$ cat src/rtl/fetch_queue.sv
// fetch_queue
// Instruction fetch front end: issues sequential fetch requests to the icache,
// enqueues returned words (32-bit or RVC) into a small circular queue and
// presents the oldest entry to the decoder. Fetch optionally halts after a
// control-flow instruction until the decoder supplies a redirect target.
//
// Ports
//   clk, rst               clock (rising edge), synchronous active-high reset
//   rdy                    global enable; low freezes all state
//   flush, flush_pc        pipeline flush and restart PC
//   redirect, redirect_pc  decoder-resolved target, honoured only while halted
//   req_valid, req_pc      fetch request to the icache
//   rsp_valid, rsp_inst    icache response for req_pc
//   out_valid, out_ready   queue head handshake with the decoder
//   out_pc, out_inst       head entry PC and raw word
//   out_is_rv32            head entry is a 32-bit instruction (1) or RVC (0)
//   out_count              number of occupied queue entries
module fetch_queue #(
   parameter int unsigned DEPTH         = 4,
   parameter logic [31:0] RESET_PC      = 32'h0,
   parameter bit          STALL_ON_CTRL = 1'b1
) (
   input  logic                     clk,
   input  logic                     rst,
   input  logic                     rdy,
   input  logic                     flush,
   input  logic [31:0]              flush_pc,
   input  logic                     redirect,
   input  logic [31:0]              redirect_pc,
   output logic                     req_valid,
   output logic [31:0]              req_pc,
   input  logic                     rsp_valid,
   input  logic [31:0]              rsp_inst,
   output logic                     out_valid,
   input  logic                     out_ready,
   output logic [31:0]              out_pc,
   output logic [31:0]              out_inst,
   output logic                     out_is_rv32,
   output logic [$clog2(DEPTH):0]   out_count
);

   localparam int unsigned AW = $clog2(DEPTH);
   localparam logic [AW-1:0] PTR_ONE  = AW'(1);
   localparam logic [AW:0]   CNT_ONE  = (AW+1)'(1);
   localparam logic [AW:0]   CNT_FULL = (AW+1)'(DEPTH);

   typedef enum logic {
      ST_FETCH = 1'b0,
      ST_HALT  = 1'b1
   } state_t;

   state_t        r_state;
   state_t        w_state_nxt;
   logic [31:0]   r_pc;
   logic [31:0]   w_pc_nxt;
   logic [AW-1:0] r_head;
   logic [AW-1:0] r_tail;
   logic [AW:0]   r_count;
   logic [AW:0]   w_count_nxt;

   logic [31:0]   r_q_pc   [DEPTH];
   logic [31:0]   r_q_inst [DEPTH];
   logic          r_q_rv32 [DEPTH];

   logic          w_enq;
   logic          w_deq;
   logic          w_is_rv32;
   logic          w_is_ctrl;

   // Control-flow decode: JAL/JALR/branches, C.JAL/C.J/C.BEQZ/C.BNEZ,
   // and the quadrant-2 jump-register group (rs2 field zero).
   function automatic logic f_is_ctrl(input logic [31:0] inst);
      logic v_ctrl;
      v_ctrl = 1'b0;
      case (inst[1:0])
         2'b11: begin
            case (inst[6:0])
               7'b1101111: v_ctrl = 1'b1;
               7'b1100111: v_ctrl = 1'b1;
               7'b1100011: v_ctrl = 1'b1;
               default:    v_ctrl = 1'b0;
            endcase
         end
         2'b01: begin
            case (inst[15:13])
               3'b001:  v_ctrl = 1'b1;
               3'b101:  v_ctrl = 1'b1;
               3'b110:  v_ctrl = 1'b1;
               3'b111:  v_ctrl = 1'b1;
               default: v_ctrl = 1'b0;
            endcase
         end
         2'b10: begin
            v_ctrl = (inst[15:13] == 3'b100) && (inst[6:2] == 5'd0);
         end
         default: v_ctrl = 1'b0;
      endcase
      return v_ctrl;
   endfunction

   // Request, head presentation and handshake qualifiers.
   always_comb begin
      req_valid   = ~rst & rdy & (r_state == ST_FETCH) & (r_count < CNT_FULL) & ~flush;
      req_pc      = r_pc;
      out_valid   = ~rst & (r_count != {(AW+1){1'b0}});
      out_pc      = r_q_pc[r_head];
      out_inst    = r_q_inst[r_head];
      out_is_rv32 = r_q_rv32[r_head];
      out_count   = r_count;
      // zero words are treated as "no instruction" and dropped
      w_enq       = req_valid & rsp_valid & (rsp_inst != 32'h0);
      w_deq       = rdy & ~flush & out_valid & out_ready;
      w_is_rv32   = (rsp_inst[1:0] == 2'b11);
      w_is_ctrl   = f_is_ctrl(rsp_inst);
   end

   // Next-state, next-PC and occupancy; flush takes priority over everything.
   always_comb begin
      w_state_nxt = r_state;
      w_pc_nxt    = r_pc;
      w_count_nxt = r_count;
      if (flush) begin
         w_state_nxt = ST_FETCH;
         w_pc_nxt    = flush_pc;
         w_count_nxt = {(AW+1){1'b0}};
      end else begin
         case (r_state)
            ST_FETCH: begin
               if (w_enq) begin
                  w_pc_nxt = r_pc + (w_is_rv32 ? 32'd4 : 32'd2);
                  if (STALL_ON_CTRL && w_is_ctrl) begin
                     w_state_nxt = ST_HALT;
                  end else begin
                     w_state_nxt = ST_FETCH;
                  end
               end else begin
                  w_pc_nxt = r_pc;
               end
            end
            ST_HALT: begin
               if (redirect) begin
                  w_state_nxt = ST_FETCH;
                  w_pc_nxt    = redirect_pc;
               end else begin
                  w_state_nxt = ST_HALT;
               end
            end
            default: begin
               w_state_nxt = ST_FETCH;
            end
         endcase
         case ({w_enq, w_deq})
            2'b10:   w_count_nxt = r_count + CNT_ONE;
            2'b01:   w_count_nxt = r_count - CNT_ONE;
            default: w_count_nxt = r_count;
         endcase
      end
   end

   // Control registers: state, PC, pointers and count.
   always_ff @(posedge clk) begin
      if (rst) begin
         r_state <= ST_FETCH;
         r_pc    <= RESET_PC;
         r_head  <= {AW{1'b0}};
         r_tail  <= {AW{1'b0}};
         r_count <= {(AW+1){1'b0}};
      end else if (rdy) begin
         r_state <= w_state_nxt;
         r_pc    <= w_pc_nxt;
         r_count <= w_count_nxt;
         if (flush) begin
            r_head <= {AW{1'b0}};
            r_tail <= {AW{1'b0}};
         end else begin
            // pointers wrap naturally since DEPTH is a power of two
            if (w_enq) r_tail <= r_tail + PTR_ONE;
            if (w_deq) r_head <= r_head + PTR_ONE;
         end
      end
   end

   // Queue storage; contents of free slots are never observed.
   always_ff @(posedge clk) begin
      if (w_enq) begin
         r_q_pc[r_tail]   <= r_pc;
         r_q_inst[r_tail] <= rsp_inst;
         r_q_rv32[r_tail] <= w_is_rv32;
      end
   end

endmodule

$ cat config.mk
export PLATFORM = sky130hd
export DESIGN_NAME = fetch_queue
export DESIGN_NICKNAME = d
export VERILOG_FILES = /design/src/rtl/fetch_queue.sv
export SDC_FILE = /design/constraint.sdc
export NUM_CORES = 1
export LEC_CHECK = 0
export CELL_PAD_IN_SITES_DETAIL_PLACEMENT = 1
export CELL_PAD_IN_SITES_GLOBAL_PLACEMENT = 2
export CORE_MARGIN = 1.5
export CORE_UTILIZATION = 38
export DETAILED_ROUTE_END_ITERATION = 7
export MAX_ROUTING_LAYER = met4
export PLACE_DENSITY = 0.89
export SYNTH_ARGS = -nofsm -noshare
export SYNTH_HDL_FRONTEND = slang
export SYNTH_SLANG_ARGS = --single-unit
$ cat constraint.sdc
create_clock -name clk -period 3.75 [get_ports clk]
set_input_delay 0.375 -clock clk [delete_from_list [all_inputs] [get_ports clk]]
set_output_delay 0.375 -clock clk [all_outputs]
set_load 0.1 [all_outputs]
==> results.rst <==
.. list-table::
   :header-rows: 1

   * - Metric
     - Value
   * - Layout Skew
     - 0.0218 ns
   * - Count of port buffers added during placement
     - 204
   * - Unrepaired setup endpoints after global routing
     - no
   * - Via count of the first global-routing pass
     - 8539
   * - Number of buffers added by the clock tree synthesis step
     - 31
   * - Async set-or-reset flop fraction in the synthesized netlist
     - 0%
   * - Number of enable-type register cells in the synthesized netlist
     - 260
   * - Max-cap check violation count
     - 0
   * - Average size of a mapped cell
     - 16.0 µm²
   * - Count of unique library cells instantiated by Yosys
     - 57
   * - Maximum number of pins on one net before global-route repair
     - 69
   * - Die ar.
     - 33800 µm²
   * - Initial core utilization
     - 38.4%
   * - Top FF cell, synth
     - sky130_fd_sc_hd__edfxtp_1
   * - Setup-violating endpoint count in the final report
     - 0
   * - Number of remaining DRC errors
     - 0
   * - Drt first pass iters
     - 5
   * - Critical-path maximum fanout
     - 44
   * - Fin Setup TNS
     - 0 ns
   * - Maximum count of clock buffers along a single path
     - 3
   * - CP arrival
     - 2.49 ns
   * - Layout filler cell count
     - 3188
   * - Clock latency of the later-clocked register in the worst-skew pair
     - 0.56 ns
   * - Synth Warn #
     - 0
   * - Leading cell types in the layout, fill and taps excluded
     - sky130_fd_sc_hd__edfxtp_1, sky130_fd_sc_hd__clkdlybuf4s50_1, sky130_fd_sc_hd__buf_4
   * - Leading area contributor after synthesis
     - sky130_fd_sc_hd__edfxtp_1
   * - Setup Fix Bufs, Post-CTS
     - 0
   * - Synth Register Bits
     - 302
   * - Worst hold path class
     - primary input to flop
   * - Critical path buffer and inverter count
     - 2
   * - Number of routed nets with antenna violations
     - 0
   * - Leak Pwr
     - 5.21 nW
   * - Routed len/inst
     - 23.3 µm
   * - Vias post-DR
     - 7966
   * - Critical Path End Type
     - primary output
   * - Number of top-level design ports
     - 205
   * - H-tree levels
     - 1
   * - Master cell of the clock root buffer
     - sky130_fd_sc_hd__clkbuf_16
   * - Hold-fix buffers at CTS
     - 0
   * - Leading cell type in the layout, fill and taps excluded
     - sky130_fd_sc_hd__edfxtp_1
   * - Power density normalized to cell area
     - 467 nW/µm²
   * - Largest stage delay on the critical path
     - 0.65 ns
   * - Number of nets in the layout
     - 1103
   * - Design Power
     - 7.50 mW
   * - Area share of the largest cell type after synthesis
     - 62.7%
   * - First-iteration detailed-routing DRC count
     - 617
   * - Outcome
     - completed
   * - DIE HEIGHT
     - 184 µm
   * - Peak supply drop
     - 0.287 mV
   * - Number of placement rows
     - 66
   * - Total global-route track usage
     - 21.1%
   * - Routed Wire Length
     - 34000 µm
   * - TritonCTS sink count
     - 302
   * - Relative max-transition margin
     - 27.3%
   * - CP max-delay cell
     - sky130_fd_sc_hd__dfxtp_4
   * - CP required
     - 3.38 ns
   * - CTS tree
     - done
   * - Max frequency
     - 349 MHz
   * - Final-report max-slew violation count
     - 0
   * - Overflow left after global routing
     - 0
   * - Final worst path period share
     - 76.5%
   * - Global-route wire length before repair
     - 52100 µm
   * - Summed instance area of the synthesized netlist
     - 12400 µm²
   * - Clock-pin slew reported for the worst setup and hold paths after clock tree synthesis
     - 0.06 ns
   * - Initial antenna violation count
     - 1
   * - Startpoint Class
     - flop
   * - Core area
     - 32400 µm²
   * - Transition time at the pin with the least slew margin
     - 1.09 ns
   * - Dominant cells by area after synthesis
     - sky130_fd_sc_hd__edfxtp_1, sky130_fd_sc_hd__mux4_2, sky130_fd_sc_hd__dfxtp_1, sky130_fd_sc_hd__a21oi_1, sky130_fd_sc_hd__o21ai_0
   * - Category of the critical setup timing path
     - flop to primary output
   * - Post-CTS sizing
     - 0
   * - CP top delay family
     - flip-flops
   * - Routability-driven placement congestion ratio
     - 0.790
   * - Count of final hold-check violations
     - 0
   * - Width of the chip
     - 184 µm
   * - Area Growth Syn to Fin
     - 29.0%
   * - Share of cells above drive strength 1
     - 22.1%
   * - Clock period minus worst slack
     - 2.87 ns
   * - Nets in the synthesized netlist
     - 887
   * - Ordered list of cells on the worst path
     - buf_12 -> mux4_2 -> buf_4
   * - Number of instances in the synthesized netlist
     - 778
   * - Via/cell ratio
     - 5.44
   * - Sequential cell area fraction in the yosys report
     - 69.5%
   * - Estimated wirelength of the detail-placed design
     - 22400 µm
==> cell type report <==
class,instances,area (µm²),share of cell area [%]
Inverter,14,52.6,0.327
Sequential cell,302,8660,53.9
Tap cell,442,553,3.44
Timing Repair Buffer,229,2150,13.4
Clock buffer,41,853,5.31
Clock inverter,17,203,1.26
Multi-Input combinational cell,416,3580,22.3
Antenna cell,2,5.00,0.0312
==> logic make-up (layout without fill, tap and decap cells) <==
kind of cell,count (synthesis),after routing,synth area share [%]
multiplexers,69,69,12.1
XOR/XNOR,7,7,0.493
buffers and inverters,60,301,1.85
AO/OA/AOI/OAI,165,165,8.24
other,0,2,0
flip-flops,302,302,69.5
AND/OR/NAND/NOR,169,169,7.17
adder cells (fa/ha/maj),6,6,0.664
==> report_power, final <==
group	switching [mW]	internal [mW]	total [mW]
clock network	1.29	1.88	3.17
registers	0.0492	3.67	3.72
logic	0.400	0.207	0.606
==> metrics by stage <==
step           area (µm²)  utilization, %  hold slack, ns  setup WS (ns)  cells
2_1_floorplan       12500               -           0.464          0.551    778
3_3_place_gp        15000            46.3           0.473          0.536   1403
3_5_place_dp        15000            46.3           0.493          0.314   1403
4_1_cts             16100            49.6           0.379          0.769   1461
5_1_grt             16100            49.6           0.433          0.697   1462
6_report            16100            49.6           0.406          0.881   1463
==> layer usage <==
layer  global-route usage, %  routed length (µm)  vias up
met2                    35.0               16600      270
met3                    3.47                2220       42
met4                    4.33                 546        0
li1                        -                   -     3578
met5                       -                   0        -
met1                    27.5               14700     4076
==> worst min-delay path, cell delays in order <==
cell,delay (ns)
sky130_fd_sc_hd__buf_2,0.09
sky130_fd_sc_hd__nand2b_1,0.24
sky130_fd_sc_hd__nor2_1,0.06
sky130_fd_sc_hd__nand3_1,0.07
sky130_fd_sc_hd__a21oi_1,0.08
==> worst paths after layout <==
path                   from           to  slack (ns)  cells past startpoint
setup / recovery       flop  out_inst[7]        0.88                      3
hold / removal        flush         flop        0.41                      5
setup reg to reg  req_pc[9]   req_pc[30]        0.97                      6
hold reg to reg   r_head[1]         flop        0.50                      2
==> cells in the mapped netlist (6+ instances only) <==
library cell / count
sky130_fd_sc_hd__edfxtp_1: 260
sky130_fd_sc_hd__mux4_2: 65
sky130_fd_sc_hd__a21oi_1: 60
sky130_fd_sc_hd__dfxtp_1: 42
sky130_fd_sc_hd__nand2_1: 41
sky130_fd_sc_hd__o21ai_0: 37
sky130_fd_sc_hd__clkbuf_1: 33
sky130_fd_sc_hd__nor2_1: 29
sky130_fd_sc_hd__nand3_1: 27
sky130_fd_sc_hd__inv_1: 14
sky130_fd_sc_hd__nand2b_1: 14
sky130_fd_sc_hd__nor4_1: 14
sky130_fd_sc_hd__nand4_1: 11
sky130_fd_sc_hd__nor3_1: 10
sky130_fd_sc_hd__a22oi_1: 9
sky130_fd_sc_hd__buf_1: 9
sky130_fd_sc_hd__o31ai_1: 8
sky130_fd_sc_hd__o21a_1: 7
sky130_fd_sc_hd__o41ai_1: 7
sky130_fd_sc_hd__a31oi_1: 6
==> registers in the layout, indices dropped and copies added, names as in the netlist, named ones only <==
name and flops:
r_q_inst 128, r_q_pc 128, req_pc 32, r_q_rv32 4, out_count 3, r_head 2
r_tail 2, r_state 1
No activity file was read; power rests on OpenSTA's default activity.
